**config.mk**
```make
export PLATFORM = sky130hd
export DESIGN_NAME = sub_mod_seq_flat
export DESIGN_NICKNAME = d
export VERILOG_FILES = /design/src/rtl/sub_mod_pkg.sv /design/src/rtl/sub_mod_seq_if.sv /design/src/rtl/limb_addsub.sv /design/src/rtl/sub_mod_seq.sv /design/src/flat_wrapper.sv
export SDC_FILE = /design/constraint.sdc
export NUM_CORES = 2
export LEC_CHECK = 0
export CORE_AREA = 2 2 398 400
export CTS_CLUSTER_SIZE = 20
export DETAILED_ROUTE_END_ITERATION = 6
export DIE_AREA = 0 0 400 402
export PLACE_DENSITY = 0.58
export RECOVER_POWER = 25
export SLEW_MARGIN = 20
export SYNTH_ARGS = -nofsm -noshare
export SYNTH_HDL_FRONTEND = slang
export SYNTH_SLANG_ARGS = --single-unit
```
**constraint.sdc**
```tcl
create_clock -name clk -period 18.5 [get_ports clk]
set_input_delay 1.85 -clock clk [delete_from_list [all_inputs] [get_ports clk]]
set_output_delay 1.85 -clock clk [all_outputs]
set_load 0.05 [all_outputs]
```
**src/rtl/sub_mod_pkg.sv**
```systemverilog
// Shared types and constants for the limb-serial modular subtractor.
// Imported by the interface, the limb adder/subtractor and the top.
package sub_mod_pkg;

    localparam int DEF_DATA_WIDTH = 256;
    localparam int DEF_LIMB_WIDTH = 64;

    typedef enum logic [1:0] {
        IDLE,
        SUB,
        ADD,
        DONE
    } state_t;

    function automatic int cnt_width(input int n);
        return (n <= 1) ? 1 : $clog2(n);
    endfunction

endpackage

```
**src/rtl/sub_mod_seq_if.sv**
```systemverilog
// Operand/result handshake bundle for sub_mod_seq.
// master drives operands and out_ready, slave is the subtractor.
interface sub_mod_seq_if
    import sub_mod_pkg::*;
#(
    parameter int DATA_WIDTH = DEF_DATA_WIDTH
);

    logic                  in_valid;
    logic                  in_ready;
    logic [DATA_WIDTH-1:0] opA;
    logic [DATA_WIDTH-1:0] opB;
    logic [DATA_WIDTH-1:0] opM;
    logic                  out_valid;
    logic                  out_ready;
    logic [DATA_WIDTH-1:0] out_data;

    modport master (
        output in_valid,
        output opA,
        output opB,
        output opM,
        output out_ready,
        input  in_ready,
        input  out_valid,
        input  out_data
    );

    modport slave (
        input  in_valid,
        input  opA,
        input  opB,
        input  opM,
        input  out_ready,
        output in_ready,
        output out_valid,
        output out_data
    );

endinterface

```
**src/rtl/limb_addsub.sv**
```systemverilog
// One-limb adder/subtractor with carry/borrow in and out.
// Shared by the SUB and ADD phases of sub_mod_seq.
module limb_addsub #(
    parameter int LIMB_WIDTH = 64
) (
    input  logic [LIMB_WIDTH-1:0] a,
    input  logic [LIMB_WIDTH-1:0] b,
    input  logic                  op_sub,
    input  logic                  cin,
    output logic [LIMB_WIDTH-1:0] y,
    output logic                  cout
);

    logic [LIMB_WIDTH:0] r;
    logic [LIMB_WIDTH:0] a_x;
    logic [LIMB_WIDTH:0] b_x;
    logic [LIMB_WIDTH:0] c_x;

    assign a_x = {1'b0, a};
    assign b_x = {1'b0, b};
    assign c_x = {{LIMB_WIDTH{1'b0}}, cin};

    // Top bit of the widened result is the borrow (sub) or carry (add).
    always_comb begin
        r = '0;
        if (op_sub) begin
            r = a_x - b_x - c_x;
        end else begin
            r = a_x + b_x + c_x;
        end
    end

    assign y    = r[LIMB_WIDTH-1:0];
    assign cout = r[LIMB_WIDTH];

endmodule

```
**src/rtl/sub_mod_seq.sv**
```systemverilog
// Limb-serial (opA - opB) mod opM with valid/ready on both sides.
// SUB_MOD_SEQ_CONST_TIME_EN: always run the ADD phase (fixed latency).
module sub_mod_seq
    import sub_mod_pkg::*;
#(
    parameter int DATA_WIDTH = DEF_DATA_WIDTH,
    parameter int LIMB_WIDTH = DEF_LIMB_WIDTH
) (
    input  logic          clk,
    input  logic          rst,
    sub_mod_seq_if.slave  bus
);

    localparam int NUM_LIMBS = DATA_WIDTH / LIMB_WIDTH;
    localparam int CW        = cnt_width(NUM_LIMBS);
    localparam logic [CW-1:0] LAST = CW'(NUM_LIMBS - 1);
    localparam int TOP_SH    = DATA_WIDTH - LIMB_WIDTH;

    generate
        if ((DATA_WIDTH % LIMB_WIDTH) != 0) begin : g_bad_width
            $error("DATA_WIDTH must be a multiple of LIMB_WIDTH");
        end
    endgenerate

    state_t                state;
    logic [DATA_WIDTH-1:0] a_q;
    logic [DATA_WIDTH-1:0] b_q;
    logic [DATA_WIDTH-1:0] m_q;
    logic [CW-1:0]         limb_q;
    logic                  cb_q;
    logic                  out_valid_q;
    logic [DATA_WIDTH-1:0] out_data_q;
`ifdef SUB_MOD_SEQ_CONST_TIME_EN
    logic                  neg_q;
`endif

    logic                  op_sub;
    logic [LIMB_WIDTH-1:0] addend;
    logic [LIMB_WIDTH-1:0] limb_y;
    logic                  limb_co;
    logic [DATA_WIDTH-1:0] a_shift;
    logic [DATA_WIDTH-1:0] b_shift;
    logic [DATA_WIDTH-1:0] m_rot;

    assign op_sub = (state == SUB);

    // Select the second limb operand: b in SUB, (masked) m in ADD.
    always_comb begin
        addend = '0;
`ifdef SUB_MOD_SEQ_CONST_TIME_EN
        if (op_sub) begin
            addend = b_q[LIMB_WIDTH-1:0];
        end else begin
            addend = m_q[LIMB_WIDTH-1:0] & {LIMB_WIDTH{neg_q}};
        end
`else
        if (op_sub) begin
            addend = b_q[LIMB_WIDTH-1:0];
        end else begin
            addend = m_q[LIMB_WIDTH-1:0];
        end
`endif
    end

    limb_addsub #(
        .LIMB_WIDTH (LIMB_WIDTH)
    ) u_limb (
        .a      (a_q[LIMB_WIDTH-1:0]),
        .b      (addend),
        .op_sub (op_sub),
        .cin    (cb_q),
        .y      (limb_y),
        .cout   (limb_co)
    );

    // a_q doubles as the result: each new limb enters at the top, so
    // after NUM_LIMBS steps it holds the full value in order.
    assign a_shift = (a_q >> LIMB_WIDTH)
                   | (DATA_WIDTH'(limb_y) << TOP_SH);
    assign b_shift = b_q >> LIMB_WIDTH;
    assign m_rot   = (m_q >> LIMB_WIDTH)
                   | (DATA_WIDTH'(m_q[LIMB_WIDTH-1:0]) << TOP_SH);

    // Control FSM with limb counter, carry/borrow and registered outputs.
    always_ff @(posedge clk) begin
        if (rst) begin
            state       <= IDLE;
            limb_q      <= '0;
            cb_q        <= 1'b0;
            out_valid_q <= 1'b0;
            out_data_q  <= '0;
`ifdef SUB_MOD_SEQ_CONST_TIME_EN
            neg_q       <= 1'b0;
`endif
        end else begin
            unique case (state)
                IDLE: begin
                    if (bus.in_valid) begin
                        a_q    <= bus.opA;
                        b_q    <= bus.opB;
                        m_q    <= bus.opM;
                        limb_q <= '0;
                        cb_q   <= 1'b0;
                        state  <= SUB;
                    end
                end
                SUB: begin
                    a_q <= a_shift;
                    b_q <= b_shift;
                    if (limb_q == LAST) begin
                        limb_q <= '0;
                        cb_q   <= 1'b0;
`ifdef SUB_MOD_SEQ_CONST_TIME_EN
                        neg_q  <= limb_co;
                        state  <= ADD;
`else
                        if (limb_co) begin
                            state <= ADD;
                        end else begin
                            state       <= DONE;
                            out_valid_q <= 1'b1;
                            out_data_q  <= a_shift;
                        end
`endif
                    end else begin
                        limb_q <= limb_q + 1'b1;
                        cb_q   <= limb_co;
                    end
                end
                ADD: begin
                    a_q <= a_shift;
                    m_q <= m_rot;
                    if (limb_q == LAST) begin
                        limb_q      <= '0;
                        cb_q        <= 1'b0;
                        state       <= DONE;
                        out_valid_q <= 1'b1;
                        out_data_q  <= a_shift;
                    end else begin
                        limb_q <= limb_q + 1'b1;
                        cb_q   <= limb_co;
                    end
                end
                DONE: begin
                    if (bus.out_ready) begin
                        out_valid_q <= 1'b0;
                        state       <= IDLE;
                    end
                end
                default: begin
                    state <= IDLE;
                end
            endcase
        end
    end

    assign bus.in_ready  = (state == IDLE) && !rst;
    assign bus.out_valid = out_valid_q;
    assign bus.out_data  = out_data_q;

endmodule

```
**src/flat_wrapper.sv**
```systemverilog
// flat-port wrapper written by rule: the top's interface ports become plain ports
module sub_mod_seq_flat import sub_mod_pkg::*;
#(
    parameter int DATA_WIDTH = DEF_DATA_WIDTH,
    parameter int LIMB_WIDTH = DEF_LIMB_WIDTH
)
  (clk, rst, bus_in_valid, bus_opA, bus_opB, bus_opM, bus_out_ready, bus_in_ready, bus_out_valid, bus_out_data);
  sub_mod_seq_if #(.DATA_WIDTH(DATA_WIDTH)) bus_i ();
  input  logic clk;
  input  logic rst;
  input wire logic [$bits(bus_i.in_valid)-1:0] bus_in_valid;
  input wire logic [$bits(bus_i.opA)-1:0] bus_opA;
  input wire logic [$bits(bus_i.opB)-1:0] bus_opB;
  input wire logic [$bits(bus_i.opM)-1:0] bus_opM;
  input wire logic [$bits(bus_i.out_ready)-1:0] bus_out_ready;
  output wire logic [$bits(bus_i.in_ready)-1:0] bus_in_ready;
  output wire logic [$bits(bus_i.out_valid)-1:0] bus_out_valid;
  output wire logic [$bits(bus_i.out_data)-1:0] bus_out_data;
  assign bus_i.in_valid = bus_in_valid;
  assign bus_i.opA = bus_opA;
  assign bus_i.opB = bus_opB;
  assign bus_i.opM = bus_opM;
  assign bus_i.out_ready = bus_out_ready;
  assign bus_in_ready = bus_i.in_ready;
  assign bus_out_valid = bus_i.out_valid;
  assign bus_out_data = bus_i.out_data;
  sub_mod_seq #(.DATA_WIDTH(DATA_WIDTH), .LIMB_WIDTH(LIMB_WIDTH)) u_core (.clk(clk), .rst(rst), .bus(bus_i));
endmodule
```
==> impl_metrics.py <==
metrics = {
    "layout": {
        "syn_to_final_growth_pct": 31.1,
        "drive_gt1_frac": 0.174,
        "nets": 6389,
        "fill_cells": 14908,
        "design_area_mm2": 0.0683,
    },
    "clocking": {
        "clkTransAtPathRegs_ns": 0.07,
        "cts-hold-fix-buffers": 0,
        "cts_sinks": 1030,
        "cts_resized": 0,
        "clkLatencyLatePin_ns": 0.76,
        "post-cts-setup-buffers": 0,
        "clk_path_buf_depth": 3,
        "cts_root_buf": "clkbuf_16",
        "htreeDepth": 3,
        "cts_tree": "yes",
        "numCtsBuffers": 116,
    },
    "sta": {
        "fin_hold_ws_ns": 0.452,
        "fmax_ghz": 0.0892,
        "final_max_slew_viol_count": 666,
        "relSlewSlack": -4.73,
        "worstMarginPinSlew_ns": 8.60,
        "finalCritPeriodShare": 0.606,
        "finalHoldViolations": 0,
        "finalSetupViolCount": 0,
        "grt_setup_unrepaired": "false",
        "min_period_ns": 11.21,
        "fin_worst_skew_ns": 0.0414,
        "finalSetupTns_ns": 0,
    },
    "placement": {
        "post_dp_cell_area_mm2": 0.0643,
        "gp_congestion": 0.926,
        "hpwlAfterDp_um": 153000,
        "portBuffers": 1029,
    },
    "logic_synthesis": {
        "synth-async-reset-ratio": 0,
        "synth_top_area_share": 0.443,
        "synthFlopType": "edfxtp_1",
        "synth_area_mm2": 0.0521,
        "ys_seq_area_frac": 0.543,
        "synth_nets": 5444,
        "syn-mean-instance-area_um2": 11.6,
        "synth_cell_types": 75,
        "synth_top_cell_by_area": "edfxtp_1",
        "syn_inst": 4474,
        "ys_seq_elements": 1030,
        "synth.area.top_cells": "edfxtp_1 (44%), mux2_2 (16%), dfxtp_1 (10%)",
        "yosys_warnings": 0,
        "synthTopCellsByCount": "edfxtp_1 (768), mux2_2 (738), nand2_1 (596)",
        "synth-edff-count": 768,
        "synth.most_common_cell": "edfxtp_1",
    },
    "power": {
        "pwr-share-comb": 0.488,
        "p_per_area_mw_per_mm2": 168,
        "power_frac_seq": 0.301,
        "ir_drop_mv": 0.104,
        "p_int_w": 0.00680,
        "p_sw_w": 0.00470,
        "power_leakage_nw": 23.7,
        "p_clk_frac": 0.211,
        "switching_share": 0.409,
    },
    "routing": {
        "drtPass1Iterations": 7,
        "drtIter0Drc": 2679,
        "via_per_inst": 5.04,
        "drc": 0,
        "wl_um": 200000,
        "routedWlPerCell_um": 26.2,
        "drtAntennaViolNets": 0,
        "vias": 38418,
    },
    "setup_path": {
        "crit_type": "reg2reg",
        "critPathRequiredTime_ns": 19.16,
        "cp_max_fo": 199,
        "crit_cells": 20,
        "r2r_start": "u_core.state[1]",
        "crit_family": "buffers and inverters",
        "reg2reg_depth": 20,
        "endpoint_kind": "flop",
        "cp_num_buf_inv": 6,
        "crit_path_start": "u_core.state[1]",
        "arrival_ns": 11.87,
        "path_cells": "inv_1 -> ha_1 -> buf_12 -> clkbuf_1 -> mux2_2 -> ha_1 -> inv_1 -> ha_1 -> a21oi_1 -> o21ai_0 -> a211oi_1 -> o21ai_1 -> a21oi_1 -> o31ai_4 -> a211oi_1 -> or3_4 -> buf_4 -> buf_12 -> nand2_1 -> a21oi_1",
        "cp_slowest_cell": "clkbuf_1",
        "cpPeakStageDelay_ns": 2.97,
        "worstSetupStartpointType": "flop",
    },
    "outcome": {
        "status": "complete, but fails checks",
        "violations": "max-capacitance violations, max-slew violations",
    },
    "grt": {
        "grt_start_max_net_pins": 200,
        "track_usage": 0.238,
        "grt.overflow.total": 0,
        "antenna_found_initial": 56,
        "grt_pass1_wl_um": 276000,
        "grt_pass1_vias": 38284,
    },
    "worst_hold_path": {
        "hp-class": "reg2reg",
        "holdPathStages": 2,
        "min_from": "u_core.bus.out_data[98]",
    },
    "floorplan": {
        "die_h_um": 402,
        "num_rows": 146,
        "core_mm2": 0.157,
        "io_pins": 1030,
        "die-area_mm2": 0.161,
        "die_w_um": 400,
        "start_util": 0.332,
    },
    "flow_run": {
        "drv_cap": 9,
    },
}
power by group through the flow:
stage               Clock [W]  Combinational [W]  Sequential [W]
global placement            0            0.00559         0.00349
finish                0.00243            0.00561         0.00347
CTS                   0.00249            0.00561         0.00345
global route          0.00257            0.00605         0.00350
detailed placement          0            0.00557         0.00350
floorplan                   0            0.00369         0.00351
kinds of logic (layout without fill, tap and decap cells):
group | count (synthesis) | after routing | synth area share
other cells | 0 | 25 | 0
xor+xnor | 99 | 99 | 0.0166
mux | 760 | 760 | 0.164
fa+ha+maj | 198 | 198 | 0.0481
simple gates | 1051 | 1051 | 0.0887
buf+inv | 482 | 1529 | 0.0388
compound gates | 854 | 854 | 0.101
flops | 1030 | 1030 | 0.543
per-stage QoR:
| stage | instances | util | total power, W | setup WS (ns) |
|---|---|---|---|---|
| 2_1_floorplan | 4474 | - | 0.00720 | 2.85 |
| 3_3_place_gp | 7372 | 0.409 | 0.00908 | 10.67 |
| 3_5_place_dp | 7372 | 0.409 | 0.00907 | 10.45 |
| 4_1_cts | 7592 | 0.435 | 0.0116 | 10.39 |
| 5_1_grt | 7612 | 0.435 | 0.0121 | 6.41 |
| 6_report | 7618 | 0.435 | 0.0115 | 7.29 |
flip-flops by register name, indices dropped and copies added (netlist names):
signal and count:
u_core.a_q 256, u_core.b_q 256, u_core.bus.out_data 256, u_core.m_q 256, u_core.limb_q 2, u_core.state 2, u_core.bus.out_valid 1, u_core.cb_q 1
cells in the final DEF, fill, tap and decap left out, types with 13 or more instances in the layout:
master / Yosys / routed
dlygate4sd3_1: 0 / 47
edfxtp_1: 768 / 768
nor2b_1: 86 / 86
bufinv_16: 0 / 14
nand2_1: 596 / 596
clkbuf_1: 187 / 32
o21bai_1: 32 / 32
o21a_1: 15 / 15
mux2_2: 738 / 688
clkinv_2: 0 / 23
o211ai_1: 31 / 31
clkbuf_16: 0 / 119
nand3_1: 38 / 38
xnor2_1: 83 / 83
a211oi_1: 14 / 14
and3_1: 13 / 13
a211oi_2: 22 / 22
nand4_1: 33 / 33
clkinv_1: 1 / 16
nor3_1: 29 / 28
nor2_1: 173 / 172
clkdlybuf4s50_1: 0 / 981
o21ai_0: 131 / 129
ha_1: 194 / 194
a21o_1: 27 / 27
buf_4: 7 / 28
mux2_1: 0 / 50
nand2b_1: 13 / 13
a21oi_1: 435 / 434
mux2i_1: 22 / 22
diode_2: 0 / 25
a31oi_1: 19 / 19
dfxtp_1: 262 / 262
nor4_1: 27 / 26
o31ai_1: 29 / 29
xor2_1: 16 / 16
inv_1: 240 / 239
metal layers:
metal,wire (um),vias up,global-route usage
met5,168,-,0
met4,5940,26,0.0794
met3,11600,256,0.0441
met2,104000,1174,0.430
met1,77900,18859,0.282
li1,-,18103,-
worst paths after layout:
check | end | slack (ns)
setup / recovery | u_core.bus.out_data[78] | 7.29
setup reg to reg | u_core.bus.out_data[78] | 7.29
hold reg to reg | u_core.bus.out_data[98] | 0.45
hold / removal | u_core.bus.out_data[98] | 0.45
final cells by class:
| type | instances | area (um^2) | area share |
|---|---|---|---|
| flip-flops and latches | 1030 | 28300 | 0.414 |
| multi-input cells | 2962 | 21800 | 0.319 |
| clock inverters | 64 | 763 | 0.0112 |
| diodes | 25 | 62.6 | 0.000916 |
| repair buffers | 1068 | 10600 | 0.155 |
| inverters | 241 | 905 | 0.0132 |
| well taps | 2072 | 2590 | 0.0380 |
| clock buffers | 156 | 3240 | 0.0474 |
worst register-to-register path, cell delays in order, from the launching register on:
cell and delay [ns]:
dfxtp_1 0.34, inv_1 0.12, ha_1 1.43, buf_12 0.62, clkbuf_1 3.06, mux2_2 0.63
ha_1 0.36, inv_1 0.12, ha_1 0.40, a21oi_1 0.20, o21ai_0 0.17, a211oi_1 0.22
o21ai_1 0.13, a21oi_1 0.34, o31ai_4 0.16, a211oi_1 0.34, or3_4 0.50, buf_4 0.62
buf_12 0.67, nand2_1 0.52, a21oi_1 0.18
No activity file was read; power rests on OpenSTA's default activity.
